$ cat src/rtl/load_pkg.sv
// Shared types and defaults for the download loader.
// Region bases, required sizes and the loader state encoding.
package load_pkg;

  localparam int DEF_AW = 25;
  localparam int CNT_W  = 16;

  localparam logic [DEF_AW-1:0] DEF_IMG_BASE = 25'h000000;
  localparam logic [DEF_AW-1:0] DEF_PAL_BASE = 25'h100000;
  localparam logic [DEF_AW-1:0] DEF_ROM_BASE = 25'h100300;

  localparam int DEF_PAL_LEN = 768;
  localparam int DEF_ROM_LEN = 4096;

  typedef enum logic [1:0] {
    ST_BOOT,
    ST_LOAD,
    ST_DRAIN,
    ST_RUN
  } state_e;

  function automatic logic [CNT_W-1:0] sat_inc(
    input logic [CNT_W-1:0] c
  );
    return (&c) ? c : c + 1'b1;
  endfunction

endpackage

$ cat src/rtl/mem_port_arb.sv
// Two-requester, single-outstanding arbiter for the shared memory port.
// Side A writes (wins when prio_a), side B reads with a registered ack.
module mem_port_arb #(
  parameter int AW = 25
) (
  input  logic          clk,
  input  logic          rst_n,
  input  logic          prio_a,
  input  logic          a_req,
  input  logic [AW-1:0] a_addr,
  input  logic [7:0]    a_wdata,
  output logic          a_ack,
  input  logic          b_req,
  input  logic [AW-1:0] b_addr,
  output logic          b_ack,
  output logic [7:0]    b_data,
  output logic          mem_req,
  output logic          mem_we,
  output logic [AW-1:0] mem_addr,
  output logic [7:0]    mem_wdata,
  input  logic          mem_ack,
  input  logic [7:0]    mem_rdata
);

  logic          req_q, req_d;
  logic          we_q, we_d;
  logic [AW-1:0] addr_q, addr_d;
  logic [7:0]    wdata_q, wdata_d;
  logic          b_ack_q, b_ack_d;
  logic [7:0]    b_data_q, b_data_d;
  logic          b_ok, gnt_a, gnt_b, done;

  always_comb begin
    // B still holds its request during its ack cycle; don't reissue it
    b_ok     = b_req & ~b_ack_q;
    gnt_a    = ~req_q & a_req & (prio_a | ~b_ok);
    gnt_b    = ~req_q & b_ok & ~gnt_a;
    done     = req_q & mem_ack;
    req_d    = req_q;
    we_d     = we_q;
    addr_d   = addr_q;
    wdata_d  = wdata_q;
    b_ack_d  = done & ~we_q;
    b_data_d = b_ack_d ? mem_rdata : b_data_q;
    if (done) req_d = 1'b0;
    unique case (1'b1)
      gnt_a: begin
        req_d   = 1'b1;
        we_d    = 1'b1;
        addr_d  = a_addr;
        wdata_d = a_wdata;
      end
      gnt_b: begin
        req_d  = 1'b1;
        we_d   = 1'b0;
        addr_d = b_addr;
      end
      default: ;
    endcase
  end

  always_ff @(posedge clk or negedge rst_n) begin
    if (!rst_n) begin
      req_q    <= 1'b0;
      we_q     <= 1'b0;
      addr_q   <= '0;
      wdata_q  <= '0;
      b_ack_q  <= 1'b0;
      b_data_q <= '0;
    end else begin
      req_q    <= req_d;
      we_q     <= we_d;
      addr_q   <= addr_d;
      wdata_q  <= wdata_d;
      b_ack_q  <= b_ack_d;
      b_data_q <= b_data_d;
    end
  end

  assign a_ack     = done & we_q;
  assign b_ack     = b_ack_q;
  assign b_data    = b_data_q;
  assign mem_req   = req_q;
  assign mem_we    = we_q;
  assign mem_addr  = addr_q;
  assign mem_wdata = wdata_q;

endmodule

$ cat src/rtl/load_arbiter.sv
// Sequences classified ioctl bytes into the shared memory and gates
// core reset until a complete, size-checked image has drained.
module load_arbiter
  import load_pkg::*;
#(
  parameter int            AW       = DEF_AW,
  parameter logic [AW-1:0] IMG_BASE = DEF_IMG_BASE,
  parameter logic [AW-1:0] PAL_BASE = DEF_PAL_BASE,
  parameter logic [AW-1:0] ROM_BASE = DEF_ROM_BASE,
  parameter int            PAL_LEN  = DEF_PAL_LEN,
  parameter int            ROM_LEN  = DEF_ROM_LEN
) (
  input  logic          clk_sys,
  input  logic          reset_n,
  input  logic          ioctl_download,
  input  logic          dl_strobe,
  input  logic [7:0]    dl_data,
  input  logic [AW-1:0] rel_addr,
  input  logic          sel_conf,
  input  logic          sel_img,
  input  logic          sel_pal,
  input  logic          sel_rom,
  output logic          ioctl_wait,
  output logic          mem_req,
  output logic          mem_we,
  output logic [AW-1:0] mem_addr,
  output logic [7:0]    mem_wdata,
  input  logic          mem_ack,
  input  logic [7:0]    mem_rdata,
  input  logic          vid_req,
  input  logic [AW-1:0] vid_addr,
  output logic          vid_ack,
  output logic [7:0]    vid_data,
  output logic          core_reset,
  output logic          load_done,
  output logic          load_error
);

  state_e             state_q, state_d;
  logic               dl_q;
  logic               hold_vld_q, hold_vld_d;
  logic [AW-1:0]      hold_addr_q, hold_addr_d;
  logic [7:0]         hold_data_q, hold_data_d;
  logic [CNT_W-1:0]   pal_cnt_q, pal_cnt_d;
  logic [CNT_W-1:0]   rom_cnt_q, rom_cnt_d;
  logic               err_q, err_d;
  logic               core_reset_q, core_reset_d;
  logic               done_q, done_d;
  logic               dl_rise, dl_fall, wr_phase;
  logic               cap, take, wr_ack, size_ok, stay_run;
  logic [AW-1:0]      base;

  assign dl_rise  = ioctl_download & ~dl_q;
  assign dl_fall  = ~ioctl_download & dl_q;
  assign wr_phase = (state_q == ST_LOAD) | (state_q == ST_DRAIN);
  assign cap      = (state_q == ST_LOAD) & dl_strobe & ~sel_conf
                  & (sel_img | sel_pal | sel_rom);
  // the register may refill on the same cycle its write completes
  assign take     = cap & (~hold_vld_q | wr_ack);
  assign size_ok  = (pal_cnt_q == CNT_W'(PAL_LEN))
                  & (rom_cnt_q == CNT_W'(ROM_LEN));

  always_comb begin
    unique case (1'b1)
      sel_pal: base = PAL_BASE;
      sel_rom: base = ROM_BASE;
      default: base = IMG_BASE;
    endcase
  end

  always_comb begin
    state_d     = state_q;
    hold_vld_d  = hold_vld_q;
    hold_addr_d = hold_addr_q;
    hold_data_d = hold_data_q;
    pal_cnt_d   = pal_cnt_q;
    rom_cnt_d   = rom_cnt_q;
    err_d       = err_q;
    if (wr_ack) hold_vld_d = 1'b0;
    if (take) begin
      hold_vld_d  = 1'b1;
      hold_addr_d = base + rel_addr;
      hold_data_d = dl_data;
      if (sel_pal) pal_cnt_d = sat_inc(pal_cnt_q);
      if (sel_rom) rom_cnt_d = sat_inc(rom_cnt_q);
    end
    if (cap && !take) err_d = 1'b1;
    unique case (state_q)
      ST_BOOT, ST_RUN: begin
        if (dl_rise) begin
          state_d   = ST_LOAD;
          pal_cnt_d = '0;
          rom_cnt_d = '0;
          err_d     = 1'b0;
        end
      end
      ST_LOAD: begin
        if (dl_fall) state_d = ST_DRAIN;
      end
      ST_DRAIN: begin
        if (!hold_vld_q && !mem_req) begin
          if (size_ok) begin
            state_d = ST_RUN;
          end else begin
            state_d = ST_BOOT;
            err_d   = 1'b1;
          end
        end
      end
      default: state_d = ST_BOOT;
    endcase
    stay_run     = (state_q == ST_RUN) & (state_d == ST_RUN);
    core_reset_d = ~stay_run;
    done_d       = stay_run;
  end

  always_ff @(posedge clk_sys or negedge reset_n) begin
    if (!reset_n) begin
      state_q      <= ST_BOOT;
      dl_q         <= 1'b0;
      hold_vld_q   <= 1'b0;
      hold_addr_q  <= '0;
      hold_data_q  <= '0;
      pal_cnt_q    <= '0;
      rom_cnt_q    <= '0;
      err_q        <= 1'b0;
      core_reset_q <= 1'b1;
      done_q       <= 1'b0;
    end else begin
      state_q      <= state_d;
      dl_q         <= ioctl_download;
      hold_vld_q   <= hold_vld_d;
      hold_addr_q  <= hold_addr_d;
      hold_data_q  <= hold_data_d;
      pal_cnt_q    <= pal_cnt_d;
      rom_cnt_q    <= rom_cnt_d;
      err_q        <= err_d;
      core_reset_q <= core_reset_d;
      done_q       <= done_d;
    end
  end

  mem_port_arb #(
    .AW (AW)
  ) u_arb (
    .clk       (clk_sys),
    .rst_n     (reset_n),
    .prio_a    (wr_phase),
    .a_req     (hold_vld_q),
    .a_addr    (hold_addr_q),
    .a_wdata   (hold_data_q),
    .a_ack     (wr_ack),
    .b_req     (vid_req),
    .b_addr    (vid_addr),
    .b_ack     (vid_ack),
    .b_data    (vid_data),
    .mem_req   (mem_req),
    .mem_we    (mem_we),
    .mem_addr  (mem_addr),
    .mem_wdata (mem_wdata),
    .mem_ack   (mem_ack),
    .mem_rdata (mem_rdata)
  );

  assign ioctl_wait = hold_vld_q;
  assign core_reset = core_reset_q;
  assign load_done  = done_q;
  assign load_error = err_q;

endmodule

$ cat config.mk
export PLATFORM = sky130hd
export DESIGN_NAME = load_arbiter
export DESIGN_NICKNAME = d
export VERILOG_FILES = /design/src/rtl/load_pkg.sv /design/src/rtl/mem_port_arb.sv /design/src/rtl/load_arbiter.sv
export SDC_FILE = /design/constraint.sdc
export NUM_CORES = 1
export LEC_CHECK = 0
export BUFFER_PORTS_ARGS = -buffer_cell sky130_fd_sc_hd__buf_4
export CORE_MARGIN = 4
export CORE_UTILIZATION = 50
export CTS_BUF_LIST = sky130_fd_sc_hd__clkbuf_8
export DETAILED_ROUTE_END_ITERATION = 10
export PLACE_DENSITY = 0.74
export SLEW_MARGIN = 20
export SYNTH_ARGS = -nofsm -noshare
export SYNTH_HDL_FRONTEND = slang
export SYNTH_SLANG_ARGS = --single-unit
$ cat constraint.sdc
create_clock -name clk_sys -period 2.5 [get_ports clk_sys]
set_input_delay 0.375 -clock clk_sys [delete_from_list [all_inputs] [get_ports clk_sys]]
set_output_delay 0.375 -clock clk_sys [all_outputs]
set_load 0.02 [all_outputs]
# Word-level counts from Yosys, hierarchy flattened
# Cells that the tools add are included.
[op_classes] add_sub_neg=3 eq_ne=6 muxes=27 n_bitwise=31 reduce_logical=13
[ops] cell="$mux 16" count=10
[ops] cell="$pmux 25 s2" count=1
[ops] cell="$pmux 21 s2" count=1
[ops] cell="$add 16x1->16 const B" count=2
[ops] cell="$reduce_and 16->1" count=2
[ops] cell="$add 25x25->25" count=1
[ops] cell="$and 1x1->1" count=16
[ops] cell="$eq 16x10->1 const B" count=1
[ops] cell="$eq 16x13->1 const B" count=1
[ops] cell="$not 1->1" count=10
[ops] cell="$mux 1" count=8
[ops] cell="$mux 2" count=4
[ops] cell="$eq 2x2->1 const B" count=3
[ops] cell="$pmux 2 s3" count=1
[ops] cell="$reduce_bool 2->1" count=3
[ops] cell="$or 1x1->1" count=5
[ops] cell="$pmux 1 s2" count=2
[ops] cell="$reduce_or 2->1" count=2
[ops] cell="$logic_not 1->1" count=3
[ops] cell="$eq 2x1->1 const B" count=1
[ops] cell="$logic_and 1x1->1" count=2
[ops] cell="$logic_not 2->1" count=1
[word_totals] ff_bits=116 inputBits=76 output_inout_bits=48 wordCells=96

# Longest topological paths before layout
[depth] word_depth=11 ltp_mapped=9 depth_no_buf=8

# Hierarchy
# Synthesis repeated with hierarchy kept, for this count alone.
[unflattened] hier_cells=560 hier_area_um2=5785.5
[by_module_without_submodules] module="load_arbiter" instances=1 cells_per_inst=425 area_per_inst_um2=3901.2
[by_module_without_submodules] module="mem_port_arb" instances=1 cells_per_inst=135 area_per_inst_um2=1884.3

# Worst setup path before layout
# No wires, ideal clock.
[synth_timing] kind="input to register" start="input port sel_rom" end="register hold_addr_q[24]" setup_time_ns=0.083 arrival_time_ns=2.011 t_required_ns=2.417 setup_slack_ns=0.406 cell_stages=9 n_path_buf=1 path_cell_list="clkbuf_1 ha_1 inv_1 fa_1 and4b_1 nor4b_1 o2111ai_1 xor2_1 o21ai_0"
[synth_via] elab_chain_cells=3 word_cells_on_any_way=5 classes_between="add/sub (1); mux (1); bitwise (3)"
[synth_lines] item="start, declared" line_no="load_arbiter.sv:22" source="input logic sel_rom,"
[synth_lines] item="branches (longest 3 deep; another with $add 25x25->25)"
[synth_lines] item="end signal, assigned" line_no="load_arbiter.sv:133" source="hold_addr_q <= hold_addr_d;"
[synth_lines] item="end, declared" line_no="load_arbiter.sv:42" source="logic [AW-1:0] hold_addr_q, hold_addr_d;"
# Several ways; the timed one is not identified.
# A chain may end at the register's enable or synchronous reset.

# Worst setup path after layout
[layout_timing] start="register state_q[1]" end="register pal_cnt_q[7]"
[layout_via] elab_chain_cells=8 word_cells_on_any_way=11 classes_between="eq/ne (2); mux (3); bitwise (4); reduce/logical (2)"
[layout_lines] item="start, declared" line_no="load_arbiter.sv:39" source="state_e state_q, state_d;"
[layout_lines] item="start signal, assigned" line_no="load_arbiter.sv:130" source="state_q <= state_d;"
[layout_lines] item="$eq 2x1->1" line_no="load_arbiter.sv:56" source="assign cap = (state_q == ST_LOAD) & dl_strobe & ~sel_conf"
[layout_lines] item="$and 1x1->1 (2 in series)" line_no="load_arbiter.sv:56"
[layout_lines] item="$and 1x1->1" line_no="load_arbiter.sv:57" source="& (sel_img | sel_pal | sel_rom);"
[layout_lines] item="$and 1x1->1" line_no="load_arbiter.sv:59" source="assign take = cap & (~hold_vld_q | wr_ack);"
[layout_lines] item="$mux 16" line_no="load_arbiter.sv:80" source="if (take) begin"
[layout_lines] item="$mux 16" line_no="load_arbiter.sv:90" source="if (dl_rise) begin"
[layout_lines] item="$mux 16 *" line_no="load_arbiter.sv:88" source="unique case (state_q)"
[layout_lines] item="net pal_cnt_d[7]" line_no="load_arbiter.sv:44" source="logic [CNT_W-1:0] pal_cnt_q, pal_cnt_d;"
[layout_lines] item="end signal, assigned" line_no="load_arbiter.sv:135" source="pal_cnt_q <= pal_cnt_d;"
[layout_lines] item="end, declared" line_no="load_arbiter.sv:44"
# Mark *: on every way through the listed nets, which the timed path passes. The rest lies on a longest branch.

==> results_dict.tcl <==
set metrics [dict create \
    status "complete, no violations" \
    synth_top_area_share_pct 50.5 \
    chipHeight_um 115 \
    cp_max_fo 7 \
    max_slew.worst_pin.slew_ns 0.548 \
    routed_wirelength_um 14900 \
    setup_violations 0 \
    finalSetupTns_ns 0 \
    netlist_area_um2 5700 \
    final_core_util_pct 66.0 \
    synth_warnings 0 \
    gp_congestion 0.903 \
    start_util_pct 51.9 \
    synth_area_leaders "dfrtp_1, nand2_1, a221o_1, xor2_1, and3_1" \
    cts_buffer_depth 2 \
    layout_setup_ws_ns 0.273 \
    drt_iter0_markers 425 \
    fillers 882 \
    numCtsBuffers 17 \
    area.sequential_um2 2900 \
    skew_ns 0.0126 \
    holdWs_ns 0.0723 \
    cts_tree "built" \
    cp-end-kind "register" \
    yosysTopAreaCell "dfrtp_1" \
    ioPinCount 124 \
    grt_setup_unrepaired "false" \
    post_cts.repair.setup_buffers 0 \
    antenna_found_initial 0 \
    grt_pass1_vias 4803 \
    postRouteAntennaNets 0 \
    clkSinkCount 116 \
    synth_flop_cell "dfrtp_1" \
    fin_crit_sh_pct 89.1 \
    drcViolationCount 0 \
    vias 4986 \
    ir_drop_mv 0.553 \
    grtUsageTotal_pct 23.7 \
    ys_seq_area_share_pct 50.9 \
    grt_pass1_wl_um 24600 \
    min_period_ns 2.23 \
    drt-pass1-iter-count 5 \
    routedWlPerCell_um 17.0 \
    nets 811 \
    drive_gt1_share_pct 24.8 \
    hold_path_class "in -> reg" \
    slew_headroom_pct 63.3 \
    fp.dieArea_um2 13200 \
    h-tree-depth 4 \
    synth-async-reset-ratio_pct 100 \
    areaGrowthSynthToFinish_pct 27.1 \
    gr-total-overflow 0 \
    drv_cap 0 \
    clk_pin_slew_ns 0.07 \
    synth-seq-cells 116 \
    cp.arrival_ns 2.53 \
    multi_input_area_um2 2660 \
    io_buffers 123 \
    synth_cells 590 \
    critical_path_class "reg -> reg" \
    post-place-ws_ns 0.0666 \
    synth_area_per_cell_um2 9.67 \
    diodes 0 \
    viasPerCell 5.70 \
    yosysUniqueCellTypes 53 \
    die_w_um 115 \
    synth.net_count 678 \
    mostFrequentLayoutCells "nand2_1, buf_4, dfrtp_1" \
    clock.fmax_mhz 449 \
    hold_viol 0 \
    clk-insertion-delay-late_ns 0.43 \
    cellLeakagePower_uw 0.00357 \
    hpwl_um 10700 \
    startpoint_type "register" \
    grt_max_degree 42 \
    synth_edf_count 0 \
    required_ns 2.80 \
    final_common_cell "nand2_1" \
    core_area_um2 11000 \
    core.rowCount 38 \
    p_per_area_nw_per_um2 986 \
    drv_slew 0 \
    cts-root-buf "clkbuf_8" \
]
==> worst max-delay path, stage by stage, from the launching register on <==
cell and delay (ns):
dfrtp_1 0.43, inv_1 0.13, ha_1 0.29, nand3b_2 0.20, a2111oi_4 0.58, nand3_1 0.20, xor2_1 0.22, nor2_1 0.06
==> path summary, 6_finish.rpt <==
kind | from | endpoint | slack, ns | cells after the start
hold reg to reg | hold_data_q[2]$_DFFE_PN0N_ | u_arb.mem_wdata[2]$_DFFE_PN0P_ | 0.47 | 2
max in group asynchronous | reset_n | u_arb.b_data[2]$_DFFE_PN0P_ | 1.38 | 3
hold / removal | ioctl_download | dl_q$_DFF_PN0_ | 0.07 | 1
setup reg to reg | state_q[1]$_DFF_PN0_ | pal_cnt_q[7]$_DFF_PN0_ | 0.27 | 7
min in group asynchronous | reset_n | hold_addr_q[0]$_DFFE_PN0N_ | 0.44 | 2
setup / recovery | state_q[1]$_DFF_PN0_ | pal_cnt_q[7]$_DFF_PN0_ | 0.27 | 7
==> report_power, final <==
group	switching [uW]	internal, uW
Clock	726	974
Combinational	1490	1100
Sequential	379	2480
==> routing by layer <==
metal | global-route usage, % | part of all wire (%)
met4 | 7.90 | 1.4
met3 | 5.16 | 6.3
met2 | 36.9 | 47
met5 | 0 | 0
met1 | 33.2 | 45
==> logic make-up after synthesis <==
kind of cell / synth area share, %
compound gates: 11.9
xor+xnor: 5.84
fa+ha+maj: 2.76
buf+inv: 2.79
flops: 50.9
mux: 0.176
simple gates: 25.6
==> cells in the mapped netlist (all sizes together), types with 2 or more instances <==
cell and instances:
a2111oi 3, a211oi 4, a21oi 12, a221o 26, a31oi 4, and2 4
and3 33, and3b 2, and4 8, and4bb 2, buf 8, clkbuf 16
dfrtp 115, ha 11, inv 15, nand2 139, nand2b 4, nand3 16
nand3b 3, nand4 20, nor2 36, nor2b 3, nor3 14, nor4 7
nor4b 2, o2111ai 4, o21ai 24, xnor2 11, xor2 27
==> flip-flops by register name (all words and copies together) (netlist names), 2 cells and up <==
| name | flops |
|---|---|
| hold_addr_q | 25 |
| hold_data_q | 8 |
| pal_cnt_q | 16 |
| rom_cnt_q | 16 |
| state_q | 2 |
| u_arb.b_data | 8 |
| u_arb.mem_addr | 25 |
| u_arb.mem_wdata | 8 |
==> metrics by stage <==
step,cells,area [um^2],total power (uW)
after floorplan,590,5700,4350
after global placement,843,6840,5370
after detailed placement,843,6840,5480
after CTS,875,7250,7200
after global routing,875,7250,7610
final,875,7250,7140
==> final cells by class <==
type | instances | area share, %
flip-flops and latches | 116 | 40.1
multi-input cells | 434 | 36.7
repair buffers | 138 | 14.5
clock buffers | 21 | 3.99
well taps | 140 | 2.42
clock inverters | 10 | 1.48
inverters | 16 | 0.829
==> timing repair <==
| action | CTS | global route |
|---|---|---|
| hold buffers | 1 | 0 |
| gates resized for setup | 0 | 0 |
| hold endpoints to repair | 32 | 0 |
Power figures use the tool's default switching activity.
